**src/rtl/noc_output_arbiter_if.sv**
```systemverilog
// Link bundle between the per-port input FIFOs and the shared output stage.
// Latency: none (wires only).
// Backpressure: in_ready per input port, out_ready from the downstream link.
// Ports: in_valid/in_packet/in_ready (NUM_IN request side), out_valid/out_packet/out_ready (link side).
interface noc_output_arbiter_if #(
  parameter int NUM_IN = 4,
  parameter int PKT_W  = 14
);
  logic [NUM_IN-1:0]       in_valid;
  logic [NUM_IN*PKT_W-1:0] in_packet;
  logic [NUM_IN-1:0]       in_ready;
  logic                    out_valid;
  logic [PKT_W-1:0]        out_packet;
  logic                    out_ready;

  // master: the environment (input FIFOs + link register); slave: the arbiter
  modport master (
    output in_valid, in_packet, out_ready,
    input  in_ready, out_valid, out_packet
  );
  modport slave (
    input  in_valid, in_packet, out_ready,
    output in_ready, out_valid, out_packet
  );
endinterface

```
**src/rtl/noc_output_arbiter.sv**
```systemverilog
// Round-robin packet-locked arbiter sharing one router output link among NUM_IN inputs.
// Latency: 1 cycle arbitration, then 1 cycle input-to-out_valid; 1 flit/cycle while locked.
// Backpressure: in_ready only to the granted port, and only when the output register can take a flit.
// Ports: clk, rst (sync, active-high); bus (slave modport: per-port flit inputs, registered output);
//        grant_id (current/last grant), busy (locked), timeout_err (forced-release pulse), pkt_count.
module noc_output_arbiter #(
  parameter int NUM_IN    = 4,
  parameter int PKT_W     = 14,
  parameter int MAX_FLITS = 16
) (
  input  logic                      clk,
  input  logic                      rst,
  noc_output_arbiter_if.slave       bus,
  output logic [$clog2(NUM_IN)-1:0] grant_id,
  output logic                      busy,
  output logic                      timeout_err,
  output logic [15:0]               pkt_count
);
  localparam int GW = $clog2(NUM_IN);

  typedef enum logic {IDLE, LOCKED} state_t;

  state_t           state, state_nxt;
  logic [GW-1:0]    rr_ptr, rr_nxt, grant_nxt, sel;
  logic [7:0]       flit_cnt, flit_cnt_nxt;
  logic             out_valid_q, out_valid_nxt;
  logic [PKT_W-1:0] out_packet_q, out_packet_nxt;
  logic             timeout_nxt;
  logic [15:0]      pkt_count_nxt;
  logic             req_any, can_load, acc, last_slot, force_eop, release_pkt;
  logic [PKT_W-1:0] acc_flit;
  int               sel_idx;

  // Rotating priority search: walk offsets high to low so the smallest
  // offset from rr_ptr with a request is the one left in sel.
  always_comb begin
    sel     = rr_ptr;
    req_any = 1'b0;
    sel_idx = 0;
    for (int k = NUM_IN - 1; k >= 0; k--) begin
      sel_idx = int'(rr_ptr) + k;
      if (sel_idx >= NUM_IN) sel_idx = sel_idx - NUM_IN;
      if (bus.in_valid[sel_idx]) begin
        sel     = GW'(sel_idx);
        req_any = 1'b1;
      end
    end
  end

  // The output register can take a new flit if empty or draining this cycle.
  assign can_load  = !out_valid_q || bus.out_ready;
  assign acc_flit  = bus.in_packet[int'(grant_id)*PKT_W +: PKT_W];
  assign acc       = (state == LOCKED) && can_load && bus.in_valid[grant_id];
  assign last_slot = ({1'b0, flit_cnt} + 9'd1) == 9'(MAX_FLITS);
  assign force_eop = acc && !acc_flit[0] && last_slot;
  assign release_pkt = acc && (acc_flit[0] || last_slot);

  always_comb begin
    bus.in_ready = '0;
    if (state == LOCKED && can_load) bus.in_ready[grant_id] = 1'b1;
  end

  always_comb begin
    state_nxt      = state;
    grant_nxt      = grant_id;
    rr_nxt         = rr_ptr;
    flit_cnt_nxt   = flit_cnt;
    out_valid_nxt  = out_valid_q;
    out_packet_nxt = out_packet_q;
    timeout_nxt    = 1'b0;
    pkt_count_nxt  = pkt_count;

    if (out_valid_q && bus.out_ready) out_valid_nxt = 1'b0;
    if (acc) begin
      // A new flit overrides the drain above; the watchdog slot closes the packet.
      out_valid_nxt  = 1'b1;
      out_packet_nxt = {acc_flit[PKT_W-1:1], acc_flit[0] | last_slot};
      flit_cnt_nxt   = flit_cnt + 8'd1;
    end

    case (state)
      IDLE: begin
        if (req_any) begin
          state_nxt    = LOCKED;
          grant_nxt    = sel;
          flit_cnt_nxt = 8'd0;
        end
      end
      LOCKED: begin
        if (release_pkt) begin
          state_nxt     = IDLE;
          rr_nxt        = (grant_id == GW'(NUM_IN - 1)) ? '0 : grant_id + GW'(1);
          pkt_count_nxt = pkt_count + 16'd1;
          timeout_nxt   = force_eop;
        end
      end
      default: state_nxt = IDLE;
    endcase
  end

  always_ff @(posedge clk) begin
    if (rst) begin
      state        <= IDLE;
      grant_id     <= '0;
      rr_ptr       <= '0;
      flit_cnt     <= 8'd0;
      out_valid_q  <= 1'b0;
      out_packet_q <= '0;
      timeout_err  <= 1'b0;
      pkt_count    <= 16'd0;
    end else begin
      state        <= state_nxt;
      grant_id     <= grant_nxt;
      rr_ptr       <= rr_nxt;
      flit_cnt     <= flit_cnt_nxt;
      out_valid_q  <= out_valid_nxt;
      out_packet_q <= out_packet_nxt;
      timeout_err  <= timeout_nxt;
      pkt_count    <= pkt_count_nxt;
    end
  end

  assign busy           = (state == LOCKED);
  assign bus.out_valid  = out_valid_q;
  assign bus.out_packet = out_packet_q;
endmodule

```
**src/flat_wrapper.sv**
```systemverilog
// flat-port wrapper written by rule: the top's interface ports become plain ports
module noc_output_arbiter_flat 
#(
  parameter int NUM_IN    = 4,
  parameter int PKT_W     = 14,
  parameter int MAX_FLITS = 16
)
  (clk, rst, grant_id, busy, timeout_err, pkt_count, bus_in_valid, bus_in_packet, bus_out_ready, bus_in_ready, bus_out_valid, bus_out_packet);
  noc_output_arbiter_if #(.NUM_IN(NUM_IN), .PKT_W(PKT_W)) bus_i ();
  input  logic clk;
  input  logic rst;
  output logic [$clog2(NUM_IN)-1:0] grant_id;
  output logic busy;
  output logic timeout_err;
  output logic [15:0] pkt_count;
  input wire logic [$bits(bus_i.in_valid)-1:0] bus_in_valid;
  input wire logic [$bits(bus_i.in_packet)-1:0] bus_in_packet;
  input wire logic [$bits(bus_i.out_ready)-1:0] bus_out_ready;
  output wire logic [$bits(bus_i.in_ready)-1:0] bus_in_ready;
  output wire logic [$bits(bus_i.out_valid)-1:0] bus_out_valid;
  output wire logic [$bits(bus_i.out_packet)-1:0] bus_out_packet;
  assign bus_i.in_valid = bus_in_valid;
  assign bus_i.in_packet = bus_in_packet;
  assign bus_i.out_ready = bus_out_ready;
  assign bus_in_ready = bus_i.in_ready;
  assign bus_out_valid = bus_i.out_valid;
  assign bus_out_packet = bus_i.out_packet;
  noc_output_arbiter #(.NUM_IN(NUM_IN), .PKT_W(PKT_W), .MAX_FLITS(MAX_FLITS)) u_core (.clk(clk), .rst(rst), .bus(bus_i), .grant_id(grant_id), .busy(busy), .timeout_err(timeout_err), .pkt_count(pkt_count));
endmodule
```
**config.mk**
```make
export PLATFORM = sky130hd
export DESIGN_NAME = noc_output_arbiter_flat
export DESIGN_NICKNAME = d
export VERILOG_FILES = /design/src/rtl/noc_output_arbiter_if.sv /design/src/rtl/noc_output_arbiter.sv /design/src/flat_wrapper.sv
export SDC_FILE = /design/constraint.sdc
export NUM_CORES = 1
export LEC_CHECK = 0
export CAP_MARGIN = 15
export CORE_MARGIN = 10
export CORE_UTILIZATION = 46
export CTS_BUF_LIST = sky130_fd_sc_hd__clkbuf_16
export CTS_CLUSTER_SIZE = 10
export DETAILED_ROUTE_END_ITERATION = 7
export GPL_ROUTABILITY_DRIVEN = 0
export PLACE_DENSITY = 0.85
export SLEW_MARGIN = 5
export SYNTH_ARGS = -nofsm -noshare
export SYNTH_HDL_FRONTEND = slang
export SYNTH_SLANG_ARGS = --single-unit
```
**constraint.sdc**
```tcl
create_clock -name clk -period 4.77 [get_ports clk]
set_clock_uncertainty 0.15 [all_clocks]
set_input_delay 0.954 -clock clk [delete_from_list [all_inputs] [get_ports clk]]
set_output_delay 0.954 -clock clk [all_outputs]
set_load 0.01 [all_outputs]
```
==> results by group <==
Global route
  – Grt ovf: 0
  – Largest net degree at the start of global routing: 36
  – Vias in the first global route: 2477
  – GR Util All Layers: 16.7%
  – Initial antenna violation count: 0
  – First-pass GRT wire length: 11900 um

Detailed routing
  – Vias/cell: approximately 5.4
  – ANT nets after route: 0
  – First-iteration detailed-routing DRC count: 149
  – DRC viols: 0
  – Routed via count: 2382
  – Total Wirelength: 7340 um
  – DR WL/cell: 16.7 um
  – Pre-Repair DR Iteration Count: 5

Worst hold path
  – Worst hold path type: flip-flop to flip-flop
  – Hold depth: 2
  – Hold path endpoint: u_core.bus.out_packet[13]
  – Hold path start: u_core.bus.out_packet[13]

Final layout
  – Layout cells sized above 1: under 10%
  – Final net count: 440
  – Area delta synth->final: 48.8%
  – Antenna Diode Count: 0
  – Final core utilization: a little under three quarters
  – Area of the multi-input gates: 1440 um^2
  – # fillers: 434
  – Register Area: 901 um^2

Critical path
  – Critical path's slowest cell: a31oi_4
  – CP max FO: 35
  – RR Startpoint: u_core.grant_id[1]
  – Crit path kind: input pin to flip-flop
  – Reg2reg setup slack: between 1.5 and 2 ns
  – Max incr delay on CP: 0.65 ns
  – Reg2reg end: u_core.pkt_count[6]
  – Worst setup SP type: input pin
  – CP Data Arrival Time: ~3.8 ns
  – Worst-case reg-to-reg path depth: 5
  – Worst path cell trace: clkdlybuf4s50_1 > mux4_2 > and3_1 > and2_4 > a31oi_4 > o21ai_0 > a21oi_1
  – Crit. End Element: flip-flop
  – Req. time, crit path: between 4 and 5 ns

Yosys
  – Sequential share of the synthesized area: 36.8%
  – FF+latch count, synth: 45
  – Async S/R FF share, synth: 0%
  – Ys flop type: dfxtp_1
  – Post-synth EDFFs: 0
  – Cell Area, Synth: 2450 um^2
  – Distinct cell type count after synthesis: 38
  – Main area contributors after synthesis: dfxtp_1 37%, mux4_2 14%, nand2_1 7.0%, a21oi_1 6.9%, ha_1 3.6%
  – Ys Warns: 0
  – Cells after Synth: between 200 and 300
  – Synthesized net count: 344
  – Top cell type's share of synthesized area: 36.8%
  – Synth area leader: dfxtp_1
  – Synthesized area per cell: 8.95 um^2

STA
  – Final-report max-slew violation count: 0
  – Slew headroom: 40.7%
  – Min Tclk post-route: around 3.7 ns
  – Fin crit share: 78.0%
  – Fmax: roughly 270 MHz
  – Final Hold Viols: 0
  – Fin Hold WS: 0.306 ns
  – RSZ-0062 raised after global routing: no
  – Worst Tran Pin Value: 0.886 ns
  – Setup_tns: 0 ns
  – Final setup violation count: 0

CTS
  – Clock Tree Buf Depth: 2
  – Postcts setup bufs: 0
  – Clock sink count: 45
  – CTS tree: yes
  – H-tree depth: 2
  – Post-CTS Resized: 0
  – Clk pin slew, worst setup/hold paths: 0.06 ns
  – Worst skew pair latency: 0.28 ns
  – CTS Buf Count: 5
  – CTS Hold Bufs: 0
  – Root Buffer: clkbuf_16

Floorplanning
  – Die ar.: 8650 um^2
  – # IOs: just over 100
  – Die X: 93.0 um
  – Row Count: 26
  – Initial Util: 47.7%
  – Die Height: just over 90 um
  – Core region area: slightly above 5000 um^2

Power and ir drop
  – Pwr dens: 262 nW/um^2
  – Leakage power: 1.25 nW
  – VDD IR max: 0.206 mV

Placement
  – Port buffer count: 101
  – Detailed-placement wirelength estimate: 5740 um

Job
  – Total of max-cap violations: 0

Run status
  – Outcome: finished, final reports clean
## cell families (layout without fill, tap and decap cells)
logic type | count (synthesis) | count (layout) | share of synthesized area [%]
XOR/XNOR | 10 | 10 | 3.57
multiplexers | 17 | 17 | 14.6
AND/OR/NAND/NOR | 120 | 120 | 23.9
flip-flops | 45 | 45 | 36.8
buffers and inverters | 20 | 116 | 4.39
AO/OA/AOI/OAI | 55 | 55 | 13.2
adder cells (fa/ha/maj) | 7 | 7 | 3.57
## worst max-delay path by stage
stage,from,slack [ns],cells past startpoint,end
5_1_grt,bus_in_valid[1],0.84,6,u_core.pkt_count[15]
3_3_place_gp,bus_in_valid[1],0.88,6,u_core.pkt_count[6]
3_5_place_dp,bus_in_valid[1],0.78,7,u_core.pkt_count[3]
6_report,bus_in_valid[1],1.05,7,u_core.pkt_count[3]
4_1_cts,bus_in_valid[1],1.06,6,u_core.pkt_count[6]
2_1_floorplan,bus_in_valid[3],1.94,9,u_core.pkt_count[1]
## metrics by stage
| stage | setup slack [ns] | instances | cell area, um^2 | power (mW) |
|---|---|---|---|---|
| floorplan | 1.94 | 274 | 2450 | 0.493 |
| global placement | 0.875 | 433 | 3490 | 0.581 |
| detailed placement | 0.782 | 433 | 3490 | 0.586 |
| CTS | 1.06 | 440 | 3650 | 0.962 |
| global route | 0.841 | 440 | 3650 | 0.988 |
| finish | 1.05 | 440 | 3650 | 0.954 |
## synthesized netlist by cell type (5+ instances only)
library cell and n:
a21oi_1 34, mux4_2 15, dfxtp_1 45, clkbuf_1 8, nand2_1 46, nand3_1 9
nand4_1 5, xor2_1 8, nor2_1 20, or3_1 10, nor3_1 6, ha_1 7
o21ai_0 5, and3_1 6
## cells in the final DEF, fill, tap and decap left out, types with 5 or more instances in the layout
master	synthesis	routed
dfxtp_1	45	45
and3_1	6	6
nor2_1	20	20
ha_1	7	7
nor3_1	6	6
nand3_1	9	9
or3_1	10	10
o21ai_0	5	5
clkdlybuf4s50_1	0	101
clkbuf_16	0	5
mux4_2	15	15
a21oi_1	34	34
nand2_1	46	46
nand4_1	5	5
xor2_1	8	8
## per-layer routing
metal	GRT usage, %	share of wire, %
met1	18.1	39
met4	4.88	1.4
met2	29.8	51
met3	5.92	8.1
met5	0	0
## final cells by class
| class | instances | area share [%] |
|---|---|---|
| multi-input combinational | 209 | 39.6 |
| timing repair buffer | 105 | 28.5 |
| tap | 70 | 2.40 |
| inverter | 4 | 0.412 |
| sequential | 45 | 24.7 |
| clock buffer | 5 | 3.43 |
| clock inverter | 2 | 0.961 |
## worst max-delay path, delay by kind of cell
kind | cells | cell delay, ns
compound gates | 3 | 1.08
simple gates | 2 | 0.73
buf+inv | 1 | 0.49
mux | 1 | 0.49
## power breakdown
part           switching, mW  internal (mW)
sequential            0.0118          0.389
clock                  0.134          0.243
combinational         0.0706          0.106
total                  0.216          0.738
## sequential cells by signal, indices dropped and copies added, names as in the netlist
name,count
u_core.busy,1
u_core.flit_cnt,8
u_core.bus.out_valid,1
u_core.timeout_err,1
u_core.pkt_count,16
u_core.rr_ptr,2
u_core.bus.out_packet,14
u_core.grant_id,2
Power figures use the tool's default switching activity.
==> RTL change 1: new RTL, same settings <==
Put one more register stage on the output `pkt_count`, without a reset. The value now appears one clock later. The other outputs are not delayed to match.
--- a/src/rtl/noc_output_arbiter.sv
+++ b/src/rtl/noc_output_arbiter.sv
@@ -20,4 +20,6 @@
 
   typedef enum logic {IDLE, LOCKED} state_t;
+
+  logic [15:0] pkt_count_s0;
 
   state_t           state, state_nxt;
@@ -69,5 +71,5 @@
     out_packet_nxt = out_packet_q;
     timeout_nxt    = 1'b0;
-    pkt_count_nxt  = pkt_count;
+    pkt_count_nxt  = pkt_count_s0;
 
     if (out_valid_q && bus.out_ready) out_valid_nxt = 1'b0;
@@ -91,5 +93,5 @@
           state_nxt     = IDLE;
           rr_nxt        = (grant_id == GW'(NUM_IN - 1)) ? '0 : grant_id + GW'(1);
-          pkt_count_nxt = pkt_count + 16'd1;
+          pkt_count_nxt = pkt_count_s0 + 16'd1;
           timeout_nxt   = force_eop;
         end
@@ -108,5 +110,5 @@
       out_packet_q <= '0;
       timeout_err  <= 1'b0;
-      pkt_count    <= 16'd0;
+      pkt_count_s0 <= 16'd0;
     end else begin
       state        <= state_nxt;
@@ -117,5 +119,5 @@
       out_packet_q <= out_packet_nxt;
       timeout_err  <= timeout_nxt;
-      pkt_count    <= pkt_count_nxt;
+      pkt_count_s0 <= pkt_count_nxt;
     end
   end
@@ -124,4 +126,8 @@
   assign bus.out_valid  = out_valid_q;
   assign bus.out_packet = out_packet_q;
+  always_ff @(posedge clk) begin
+    pkt_count <= pkt_count_s0;
+  end
+
 endmodule
 
Check against the original RTL: not equivalent (a bounded check fails within 4 cycles, from zero or initial values and one cycle with rst high).
==> RTL change 1 against the unedited design <==
- fmax rose by 4.3%
- via count rose by 16%
- wire length rose by 17%
- design area rose by 20%
- setup slack improved by 0.15 ns
- clock power rose by 43%
- count of clock-buffer cells in the layout rose by 4
- highest routed layer unchanged
- largest cell class unchanged
- power rose by 34%
- sequential cell count rose by 16
- area after synthesis rose by 28%
==> RTL change 1: results (changes against the unedited design) <==
metric;value;unit;change
min-delay src;u_core.pkt_count_s0[15];;
Max FO, Critical Path;7;;-80%
Synth async-reset ratio;0;;unchanged
CP top delay family;buffers and inverters;;
Worst R2R End;u_core.pkt_count_s0[6];;
Leak;1.556;nW;+24%
diode count;0;;unchanged
net switching power;304.1;µW;+40%
Hold Path Class;reg2reg;;
port bufs;101;;unchanged
R2R depth;4;;-1
synth warn;0;;unchanged
Critical Path Max Stage Delay;0.55;ns;-0.10 ns
initial DRC count;199;;+34%
setup tns final;0;ns;unchanged
CTS Buf Count;9;;+4
postcts setup bufs;0;;unchanged
clk_lat worst skew;0.33;ns;+0.05 ns
Max clock buf depth;2;;unchanged
slowest CP cell;clkdlybuf4s50_1;;
R2R Setup Slk;1.97;ns;+0.31 ns
Synth top cells by count;dfxtp_1 (61), nand2_1 (42), nor2_1 (30);;
Rel. slew slack;0.3783;;-0.02916
CP startpoint;bus_out_ready;;
largest net degree at the start of global routing;53;;+47%
reg2reg start;u_core.grant_id[1];;
seq pwr;541;µW;+35%
status;finished clean;;
Worst EP arrival;2.46;ns;-1.30 ns
peak supply drop;0.0001836;V;-11%
first-pass GRT wire length;13830;µm;+16%
Seq/Total Area, Yosys;0.3895;;+0.02193
Worst Hold End;u_core.pkt_count[15];;
share of layout cells above drive strength 1;0.1253;;+0.04152
hold path cells;0;;-2
total clock network power;538;µW;+43%
Post-Syn Nets;387;;+13%
post-detail-place hpwl;6577;µm;+15%
Setup crit end;bus_in_ready[3];;
fmax;280.4;MHz;+4.3%
wire length per cell;17.32;µm;+3.8%
H-tree levels;3;;+1
fill count;509;;+17%
Synth cell types;46;;+21%
initial antenna violation count;0;;unchanged
top cells by area, synth;dfxtp_1 (39%), mux4_2 (10%), nand2_1 (5.0%);;
number of max-slew violations in the final report;0;;unchanged
Final Net Count;482;;+9.5%
vias in the first global route;2832;;+14%
vias per std cell;5.592;;+3.3%
all-layer global routing usage;0.1674;;+0.0005251
-- RTL change 1: cell types whose count changed after synthesis, moves of 8 or more --
| cell | delta |
|---|---|
| a21oi_1 | -9 |
| dfxtp_1 | +16 |
| mux2_1 | +8 |
| nor2_1 | +10 |
| nor2b_1 | +14 |
| o211ai_1 | +10 |
| or3_1 | -10 |
-- RTL change 1: area by class of cell --
cell class | count | share of cell area
inverters | 6 | 0.005131
clock inverters | 5 | 0.004846
multi-input cells | 230 | 0.4034
repair buffers | 104 | 0.2343
well taps | 80 | 0.02281
clock buffers | 9 | 0.05131
flip-flops and latches | 61 | 0.2782
-- RTL change 1: per-stage QoR --
step,hold slack [ns],cell area (µm²),total power [mW],std cells,util
after floorplan,0.1945,3136,0.6464,317,-
after global placement,0.2019,4143,0.7398,481,0.6166
after detailed placement,0.2061,4143,0.7464,481,0.6166
after CTS,0.2131,4389,1.281,495,0.6533
after global routing,0.2243,4389,1.321,495,0.6533
final,0.2118,4389,1.275,495,0.6533
-- RTL change 1: layer usage --
layer  GRT usage  up-vias  part of all wire  routed length (µm)
li1            -     1329                 -                   -
met1      0.1807     1307              0.38                3278
met2      0.2900      108              0.52                4422
met3     0.03820       24             0.064                 547
met4      0.1052        0             0.038                 325
met5           0        -                 0                   0
-- RTL change 1: logic make-up after synthesis --
logic type / count (synthesis) / share of synthesized area
multiplexers: 32 / 0.1640
AO/OA/AOI/OAI: 59 / 0.1532
AND/OR/NAND/NOR: 123 / 0.1943
flip-flops: 61 / 0.3895
buffers and inverters: 26 / 0.04588
adder cells (fa/ha/maj): 7 / 0.02793
XOR/XNOR: 9 / 0.02514
==> RTL change 2: new RTL, same settings <==
Without the edit above. `MAX_FLITS` is set to 16 in 2 places; all go to 8.
--- a/src/rtl/noc_output_arbiter.sv
+++ b/src/rtl/noc_output_arbiter.sv
@@ -7,5 +7,5 @@
   parameter int NUM_IN    = 4,
   parameter int PKT_W     = 14,
-  parameter int MAX_FLITS = 16
+  parameter int MAX_FLITS = 8
 ) (
   input  logic                      clk,
--- a/src/flat_wrapper.sv
+++ b/src/flat_wrapper.sv
@@ -4,5 +4,5 @@
   parameter int NUM_IN    = 4,
   parameter int PKT_W     = 14,
-  parameter int MAX_FLITS = 16
+  parameter int MAX_FLITS = 8
 )
   (clk, rst, grant_id, busy, timeout_err, pkt_count, bus_in_valid, bus_in_packet, bus_out_ready, bus_in_ready, bus_out_valid, bus_out_packet);
Check against the original RTL: not equivalent (a bounded check fails within 10 cycles, from zero or initial values and one cycle with rst high).
==> RTL change 2 against the unedited design <==
- sequential cell count unchanged
- design area increased by 0.65%
- power decreased by 5.8%
- critical path type unchanged
- global-route usage decreased by 0.32 points
- highest routed layer unchanged
- wire length increased by 0.56%
- area after synthesis increased by 2.3%
- via count increased by 1.3%
- setup slack improved by 0.034 ns
- fmax increased by 0.91%
- non-clock buffer count decreased by 1
==> RTL change 2: results (changes against the unedited design) <==
metric;value;unit;change
Non-clock buffer share;0.2815;;-0.003894
first-pass iteration count of the detailed router;4;;-1
Max FO, Critical Path;32;;-8.6%
multi-input logic area;1480;µm²;+2.6%
R2R Setup Slk;1.79;ns;+0.13 ns
Synth cell types;40;;+5.3%
status;finished clean;;
final core utilization;0.7053;;-0.004303
largest net degree at the start of global routing;33;;-8.3%
all-layer global routing usage;0.1637;;-0.003216
Non-clk invs;8;;+4
R2R depth;7;;+2
via count;2412;;+1.3%
Post-Syn Nets;350;;+1.7%
Buffers, non-clock;104;;-0.95%
DP Area;3532;µm²;+1.3%
Gate Count Post-Synth;280;;+2.2%
first-pass GRT wire length;11500;µm;-3.5%
Worst R2R End;u_core.pkt_count[14];;
wire length per cell;16.60;µm;-0.57%
Worst EP arrival;3.71;ns;-0.05 ns
Inst Count DP;437;;+0.92%
Synth top cells by count;dfxtp_1 (45), nand2_1 (41), a21oi_1 (33);;
share of layout cells above drive strength 1;0.07467;;-0.009117
multi-input gates;210;;+0.48%
peak supply drop;0.0001662;V;-19%
core area;5205;µm²;+1.3%
initial DRC count;69;;-54%
min-delay src;u_core.bus.out_packet[2];;
Rel. slew slack;0.4238;;+0.01633
Seq area share;0.2454;;-0.001599
Setup WS pre-CTS;0.7830;ns;+0.001409 ns
clock network area share;0.03783;;-0.006078
Min Hold Slack;0.3043;ns;-0.001519 ns
Worst Hold End;u_core.bus.out_packet[2];;
fill count;410;;-5.5%
Leak;1.275;nW;+1.8%
[RTL change 2: cell count changes after synthesis, moves of 3 or more]
| cell | delta |
|---|---|
| nor2_1 | +7 |
| nand2_1 | -5 |
| inv_1 | +4 |
| mux4_1 | +4 |
| mux4_2 | -4 |
| o21ai_1 | -4 |
| mux2_2 | +3 |
| nor4_1 | +3 |
| xnor2_1 | +3 |
| xor2_1 | -3 |
[RTL change 2: how the worst max path moves through the flow]
stage                                 endpoint  slack [ns]  cells after the start
after global routing       u_core.pkt_count[5]        0.95                      7
after detailed placement  u_core.pkt_count[14]        0.78                      7
after CTS                  u_core.pkt_count[5]        1.08                      7
after global placement    u_core.pkt_count[14]        0.87                      7
final                      u_core.pkt_count[5]        1.08                      7
after floorplan            u_core.pkt_count[1]        1.90                      9
[RTL change 2: logic make-up (layout without fill, tap and decap cells)]
| logic type | count (synthesis) | count (layout) | synth area share |
|---|---|---|---|
| compound gates | 53 | 53 | 0.1292 |
| xor+xnor | 10 | 10 | 0.03493 |
| fa+ha+maj | 7 | 7 | 0.03493 |
| buf+inv | 25 | 120 | 0.05039 |
| flops | 45 | 45 | 0.3593 |
| mux | 20 | 20 | 0.1622 |
| simple gates | 120 | 120 | 0.2290 |
[RTL change 2: tightest hold or removal path, cell delays in order (launching register included)]
cell	delay [ns]
dfxtp_1	0.31
nand2_1	0.05
a21oi_1	0.05
[RTL change 2: layer usage]
layer	global-route usage	vias to the layer above	wire, µm
met5	0	-	0
met4	0.05823	0	117
met3	0.07194	14	619
met2	0.2811	74	3858
met1	0.1739	1128	2790
li1	-	1196	-
[RTL change 2: where the power goes]
group	internal, mW	switching, mW	total [mW]
Clock	0.190	0.134	0.324
Sequential	0.389	0.00973	0.398
Combinational	0.104	0.0720	0.176
Total	0.683	0.216	0.899
